--- config.mk ---
export PLATFORM = sky130hd
export DESIGN_NAME = fetch_unit
export DESIGN_NICKNAME = d
export VERILOG_FILES = /design/src/rtl/fetch_unit.sv
export SDC_FILE = /design/constraint.sdc
export NUM_CORES = 1
export LEC_CHECK = 0
export BUFFER_PORTS_ARGS = -buffer_cell sky130_fd_sc_hd__buf_4
export CORE_MARGIN = 1
export CORE_UTILIZATION = 35
export CTS_BUF_LIST = sky130_fd_sc_hd__clkbuf_16
export CTS_CLUSTER_DIAMETER = 50
export DETAILED_ROUTE_END_ITERATION = 8
export PLACE_DENSITY = 0.51
export SYNTH_ARGS = -nofsm -noshare
export SYNTH_HDL_FRONTEND = slang
export SYNTH_HIERARCHICAL = 1
export SYNTH_SLANG_ARGS = --single-unit
--- constraint.sdc ---
create_clock -name clk -period 7.24 [get_ports clk]
set_clock_uncertainty 0.05 [all_clocks]
set_input_delay 0 -clock clk [delete_from_list [all_inputs] [get_ports clk]]
set_output_delay 0 -clock clk [all_outputs]
set_load 0.005 [all_outputs]
--- src/rtl/fetch_unit.sv ---
// Generic FIFO: head-of-queue storage with synchronous flush; DEPTH must be a power of two.
// Latency: a pushed entry is visible at head_dat the cycle after the push edge.
// Backpressure: none internally; the caller never pushes when full unless it also pops.
module fetch_fifo #(
    parameter int W     = 64,
    parameter int DEPTH = 2
) (
    input  logic                       clk,
    input  logic                       reset,
    input  logic                       flush,
    input  logic                       push_vld,
    input  logic [W-1:0]               push_dat,
    input  logic                       pop_rdy,
    output logic [W-1:0]               head_dat,
    output logic [$clog2(DEPTH+1)-1:0] count
);
    localparam int AW = (DEPTH > 1) ? $clog2(DEPTH) : 1;
    localparam int CW = $clog2(DEPTH + 1);

    logic [W-1:0]  mem [DEPTH];
    logic [AW-1:0] rd_ptr;
    logic [AW-1:0] wr_ptr;

    assign head_dat = mem[rd_ptr];

    // Pointer and occupancy tracking; flush empties the queue in one edge.
    always_ff @(posedge clk) begin
        if (reset || flush) begin
            rd_ptr <= '0;
            wr_ptr <= '0;
            count  <= '0;
        end else begin
            if (push_vld) wr_ptr <= wr_ptr + AW'(1);
            if (pop_rdy)  rd_ptr <= rd_ptr + AW'(1);
            count <= count + CW'(push_vld) - CW'(pop_rdy);
        end
    end

    // Entry storage; contents are only meaningful below count, so no reset needed.
    always_ff @(posedge clk) begin
        if (push_vld) mem[wr_ptr] <= push_dat;
    end
endmodule

// Instruction fetch: keeps a 2-entry {addr, instr} buffer topped up from instruction memory.
// Latency: zero-wait memory presents an instruction one cycle after its request; redirect costs two.
// Backpressure: Stall holds the head; requests stop while both entries are occupied.
module fetch_unit #(
    parameter logic [31:0] RESET_PC = 32'h0000_0000
) (
    input  logic        clk,
    input  logic        reset,
    input  logic        PCSrc,
    input  logic [31:0] Result,
    input  logic        Stall,
    output logic        IMemReq,
    output logic [31:0] IMemAddr,
    input  logic        IMemAck,
    input  logic [31:0] IMemRData,
    output logic [31:0] Instr,
    output logic        InstrValid,
    output logic [31:0] PC,
    output logic [31:0] PCPlus8
);
    typedef struct packed {
        logic [31:0] addr;
        logic [31:0] instr;
    } fetch_entry_t;

    typedef enum logic [1:0] {FETCH, FULL, DROP} state_t;

    state_t       state;
    state_t       state_nxt;
    logic [31:0]  fetch_pc;
    logic [31:0]  fetch_pc_nxt;
    logic [31:0]  redir_pc;
    logic [31:0]  redir_pc_nxt;
    logic [31:0]  target;
    logic [1:0]   count;
    logic [1:0]   count_nxt;
    logic         push;
    logic         pop;
    logic         take;
    fetch_entry_t push_ent;
    fetch_entry_t head_ent;
    logic         unused_result_lsbs;

    // Redirect targets are word aligned; the low bits of Result carry no meaning here.
    assign target             = {Result[31:2], 2'b00};
    assign unused_result_lsbs = ^Result[1:0];

    assign InstrValid = (count != 2'd0);
    assign pop        = InstrValid && !Stall;
    // A redirect only counts when the branch instruction itself is being consumed.
    assign take       = pop && PCSrc;
    // Data returning in a redirect cycle belongs to the abandoned path and is dropped.
    assign push       = (state == FETCH) && IMemAck && !take;
    assign push_ent   = '{addr: fetch_pc, instr: IMemRData};
    assign count_nxt  = take ? 2'd0 : (count + {1'b0, push} - {1'b0, pop});

    // In DROP the address stays on fetch_pc so the outstanding request is held stable.
    assign IMemReq  = (state != FULL);
    assign IMemAddr = fetch_pc;

    assign Instr   = InstrValid ? head_ent.instr : 32'h0;
    assign PC      = InstrValid ? head_ent.addr  : 32'h0;
    assign PCPlus8 = PC + 32'd8;

    fetch_fifo #(
        .W     ($bits(fetch_entry_t)),
        .DEPTH (2)
    ) u_buf (
        .clk      (clk),
        .reset    (reset),
        .flush    (take),
        .push_vld (push),
        .push_dat (push_ent),
        .pop_rdy  (pop),
        .head_dat (head_ent),
        .count    (count)
    );

    // Fetch state, fetch address and pending redirect target registers.
    always_ff @(posedge clk) begin
        if (reset) begin
            state    <= FETCH;
            fetch_pc <= RESET_PC;
            redir_pc <= RESET_PC;
        end else begin
            state    <= state_nxt;
            fetch_pc <= fetch_pc_nxt;
            redir_pc <= redir_pc_nxt;
        end
    end

    // Next-state logic: one request in flight at most; DROP waits out a request made stale by a redirect.
    always_comb begin
        state_nxt    = state;
        fetch_pc_nxt = fetch_pc;
        redir_pc_nxt = redir_pc;
        case (state)
            FETCH: begin
                if (take) begin
                    if (IMemAck) begin
                        fetch_pc_nxt = target;
                    end else begin
                        redir_pc_nxt = target;
                        state_nxt    = DROP;
                    end
                end else begin
                    if (IMemAck) fetch_pc_nxt = fetch_pc + 32'd4;
                    if (count_nxt == 2'd2) state_nxt = FULL;
                end
            end
            FULL: begin
                if (take) begin
                    fetch_pc_nxt = target;
                    state_nxt    = FETCH;
                end else if (count_nxt < 2'd2) begin
                    state_nxt = FETCH;
                end
            end
            DROP: begin
                if (take) redir_pc_nxt = target;
                if (IMemAck) begin
                    fetch_pc_nxt = take ? target : redir_pc;
                    state_nxt    = FETCH;
                end
            end
            default: state_nxt = FETCH;
        endcase
    end
endmodule

* Yosys cells after proc, flatten, opt, wreduce, memory -nomap -nowiden
Memories as Yosys holds them, arrays and structs flattened. A register that Yosys moved wholly into a read port is not among the register bits.
Cells that the tools add are included.
** Operators by class
- Multiply operators :: 0
- Shifts and indexed selects :: 0
- Div/mod/pow operators :: 0
- Add/sub/neg operators :: 6
- Equality and inequality tests :: 12
- Muxes and demuxes :: 24
- Reductions and logical operators :: 14
- Magnitude comparators :: 1
- Bitwise logic cells :: 0
** Operators by type and width (number)
- two-way mux 32 bit :: 10
- one-hot mux 32 bit (3 select lines) :: 1
- one-hot mux 32 bit (2 select lines) :: 1
- adder 32 x 3 -> 32 bit (second input constant) :: 1
- adder 32 x 4 -> 32 bit (second input constant) :: 1
- two-way mux 2 bit :: 7
- inequality test 2 bit (second input constant) :: 5
- AND reduction 4 bit :: 2
- inequality test 3 bit (second input constant) :: 2
- one-hot mux 2 bit (3 select lines) :: 1
- equality test 2 bit (second input constant) :: 2
- logical AND 1 bit :: 4
- two-way mux 1 bit :: 4
- nonzero test 2 bit :: 2
- inequality test 3 x 2 -> 1 bit (second input constant) :: 1
- AND reduction 3 bit :: 1
- nonzero test 3 bit :: 1
- adder 1 bit (second input constant) :: 2
- adder 2 x 1 -> 2 bit :: 1
- equality test 2 x 1 -> 1 bit (second input constant) :: 1
- logical NOT 1 bit :: 2
- logical NOT 2 bit :: 1
- < comparator 2 bit (second input constant) :: 1
- inequality test 2 x 1 -> 1 bit (second input constant) :: 1
- other kinds (2) :: 2
** Word-level totals
- Flip-flop bits (word level) :: 70
- Bits in latches :: 0
- Output and inout bits :: 130
- RAM bits :: 128
- Input port bits :: 69
- Logic and storage cells :: 64
- Bits in read-only memories :: 0
- Memories :: 1
** Memory list
- u_buf.mem :: depth 2, width 64, read ports 1, clocked after memory_dff 1, wr ports 1, line 20 : logic [W-1:0] mem [DEPTH];

* Logic depth before layout (Yosys ltp)
- Depth after elaboration :: 12
- Gate-level depth with buffers :: 16
- Mapped depth without buffers :: 12

* By module
Netlist, hierarchy kept.
** Modules (own cells, without submodules)
- fetch_unit :: sequential area each 1321.3 um^2, times used 1, cells each 748, area an instance 5248.8 um^2
- fetch_fifo :: sequential area each 3943.8 um^2, times used 1, cells each 218, area an instance 5131.2 um^2

* Least setup slack after synthesis
OpenSTA, ideal clock, no wires.
- Path type :: reg2reg
- From :: register u_buf.count[1]
- To :: memory u_buf.mem[0][0] (enable)
- Stages on the path, launching flop included :: 11
- Buffers on the path :: 4
- Arrival :: 4.348 ns
- Period minus slack after synthesis :: 4.885 ns
- Required time :: 6.703 ns
- Setup time :: 0.487 ns
- Slack :: 2.355 ns
- Path through :: dfxtp_1 -> buf_2 -> o21ba_4 -> nand2_2 -> buf_6 -> buf_2 -> buf_1 -> nand3_1 -> inv_1 -> inv_1 -> nor2_1
** On the way
- Longest elaborated chain between the ends :: 7
** RTL lines
- from (decl) :: line 15 : output logic [$clog2(DEPTH+1)-1:0] count
- from (signal assigned) :: line 35 : count <= count + CW'(push_vld) - CW'(pop_rdy);
- nonzero test 2 bit :: line 92 : assign InstrValid = (count != 2'd0);
- logical AND 1 bit :: line 93 : assign pop = InstrValid && !Stall;
- via pop :: line 82 : logic pop;
- logical AND 1 bit :: line 95 : assign take = pop && PCSrc;
- logical NOT 1 bit :: line 97 : assign push = (state == FETCH) && IMemAck && !take;
- logical AND 1 bit :: line 97
- via push :: line 81 : logic push;
- two-way mux 1 bit :: line 41 : if (push_vld) mem[wr_ptr] <= push_dat;
- two-way mux 1 bit (not written as such) :: line 41
- to (decl) :: line 20
The timed path passes the listed nets, and every way through them passes these cells.

==> metrics.txt <==
hold_sp=reset; Post-synth EDFFs=128; Reg clk slew, reported paths=0.07 ns; r2r startpoint=u_buf/count[1]; WL/cell=17.43 um; DP Cell Count=1,494; status=completed; Worst EP required=7.19 ns; Routed WL=27,690 um; Die Ht=174.2 um; CTS tree=done; Max-Cap Viols=0; Post-CTS Hold Fix Bufs=63; CORE AREA=0.02894 sq mm; Slew Viols, Final=0; Post CTS Setup Buffer Count=0; CP startpoint kind=register; # resized after CTS=0; Detailed Route Iter0 Violations=444; clock latency on the worst-skew pair=0.43 ns; IO buf count=196; Post-Synth Adder-Cell Area=1.085%; share of the synthesized area in the top cell type=37.03%; share of cells above drive strength 1=26.97%; Hold Vio Cnt, Final=0; Least-Margin Pin Slew=1.026 ns; Final Setup Violations=0; Mapped Area=0.01038 sq mm; Static Leak=0.005108 uW; Hold Path End=IMemAddr[1]; Most used DFF post-synth=edfxtp_1; critical path class=reg2out; RR Endpoint=IMemAddr[31]; Final min period=3.885 ns; Root Buffer=clkbuf_16; area leader, netlist=edfxtp_1; NumNets Final=1,270; sequential share of the synthesized area=50.72%; dpl hpwl=18,650 um; initial antenna violation count=0; synth unique cells=63; Min-Delay Path Depth=2; synth top area cells=edfxtp_1, dfxtp_1, mux2_4; Post-DRT Antenna Nets=0; Area growth, synth to finish=28.21%; Peak VDD IR=0.1635 mV; post-synthesis simple-gate area fraction=18.70%; die width=174.2 um; Hold Crit Class=in2reg; Synth Net Count=1,044; setup_tns=0 ns; final std cells w/o fill=1,589; Num CTS Buffers=17; Initial Utilization=35.87%; Synth Area in XOR/XNOR=4.231%; reg-to-reg slack, setup=3.63 ns; Site Rows=62; Via Count=7,960; antenna cells=0; most frequent cell after synthesis=nand2_1; Slew Limit Headroom=31.63%; Reg2Reg Depth=9; routability cong.=0.8066; Post-Syn Area per Cell=10.75 sq um; largest net degree at the start of global routing=75; leading cell types by count after synthesis=nand2_1, edfxtp_1, dfxtp_1; Setup crit end kind=primary output; I/O pin cnt=199; async set-reset flop share out of synthesis=0%; vias in the first global route=7,226; fin crit share=53.66%; largest family of logic cells by synthesized area=simple AND/OR/NAND/NOR gates; Die ar.=0.03035 sq mm; gr ovfl total=0; Vias/cell=5.009; first drt pass iteration count=5; Mapped Cells=966; FMAX=257.4 MHz; CTS Sinks=199; RSZ-0062 raised after global routing=no; CTS H-tree depth=4; Max clock buf depth=2; Syn. warnings=6; post-synthesis mux area share=10.58%; critical path data arrival time=3.83 ns; # DRC=0; gr usage total=18.08%; first-pass GRT wire length=42,830 um; worst-path fanout max=54; Synth Area in Compound Gates=10.31%; PD cells=363.5 mW/mm^2; number of register bits inferred by synthesis=199
-- placed cells by master, fill, tap and decap left out, drive strengths merged, types with 8 or more instances in the layout --
cell and count:
xnor2 24, and3 10, ha 9, mux2 66
dlygate4sd3 63, a21oi 62, a211oi 8, o211ai 15
a22oi 8, nor2 49, inv 28, dfxtp 71
clkbuf 17, xor2 21, nand4 16, nand3 43
nor3 20, edfxtp 128, nand2 148, mux2i 13
o32ai 9, o21ai 20, buf 208, nor4 9
and2 61
-- how the worst max path moves through the flow --
stage / start / endpoint
floorplan: u_buf/count[1] / u_buf/mem[0][0]
global placement: u_buf/count[1] / IMemAddr[31]
detailed placement: u_buf/count[1] / IMemAddr[31]
CTS: register / PCPlus8[30]
global route: register / PCPlus8[30]
finish: register / PCPlus8[30]
-- per-layer routing --
layer  part of all wire, %  GRT usage, %  up-vias
met2                    45         27.26      233
met1                    50         26.95     3766
met5                     0             0        -
li1                      -             -     3944
met3                   3.8         2.800       17
met4                  0.93         4.203        0
-- sequential cells by signal, summed over array words and instances, names as in the netlist, named ones only --
name	count
u_buf/wr_ptr	1
u_buf/count	2
IMemAddr	32
u_buf/rd_ptr	1
state	2
redir_pc	32
u_buf/mem	128
-- cell type report --
class	instances	area, sq um
fill	2722	15630
sequential	199	5269
multi-input combinational	684	4677
timing repair buffer	271	2192
tap	384	480.5
clock buffer	17	425.4
clock inverter	15	192.7
inverter	19	71.32
-- cell families after synthesis --
family | Yosys count
mux | 79
buf+inv | 83
simple gates | 385
compound gates | 164
xor+xnor | 47
fa+ha+maj | 9
flops | 199
-- power by group --
part | switching [uW] | internal (uW) | leakage [uW]
clock network | 484 | 504 | 0.000302
logic | 1100 | 1030 | 0.00302
registers | 210 | 1500 | 0.00178
total | 1800 | 3040 | 0.00511
-- metrics by stage --
| stage | total power, uW | util, % | hold WS, ns | area (sq um) | worst slack [ns] |
|---|---|---|---|---|---|
| floorplan | 3029 | - | 0.02580 | 10380 | 2.355 |
| detailed placement | 3874 | 41.68 | 0.1383 | 12060 | 3.650 |
| global placement | 3857 | 41.68 | 0.1352 | 12060 | 3.662 |
| finish | 4838 | 45.99 | 0.06991 | 13310 | 3.355 |
| CTS | 4898 | 45.99 | 0.06142 | 13310 | 3.254 |
| global route | 5143 | 45.99 | 0.09229 | 13310 | 3.113 |
-- critical path: stages, from the launching register on --
cell and delay [ns]:
dfxtp_4 0.49, buf_4 0.85, mux2_4 0.30, o211ai_1 0.11, or4_1 0.71, nor4_4 0.30
nand3_2 0.15, nor2_2 0.11, xor2_1 0.21, buf_4 0.15
No activity file was read; power rests on OpenSTA's default activity.
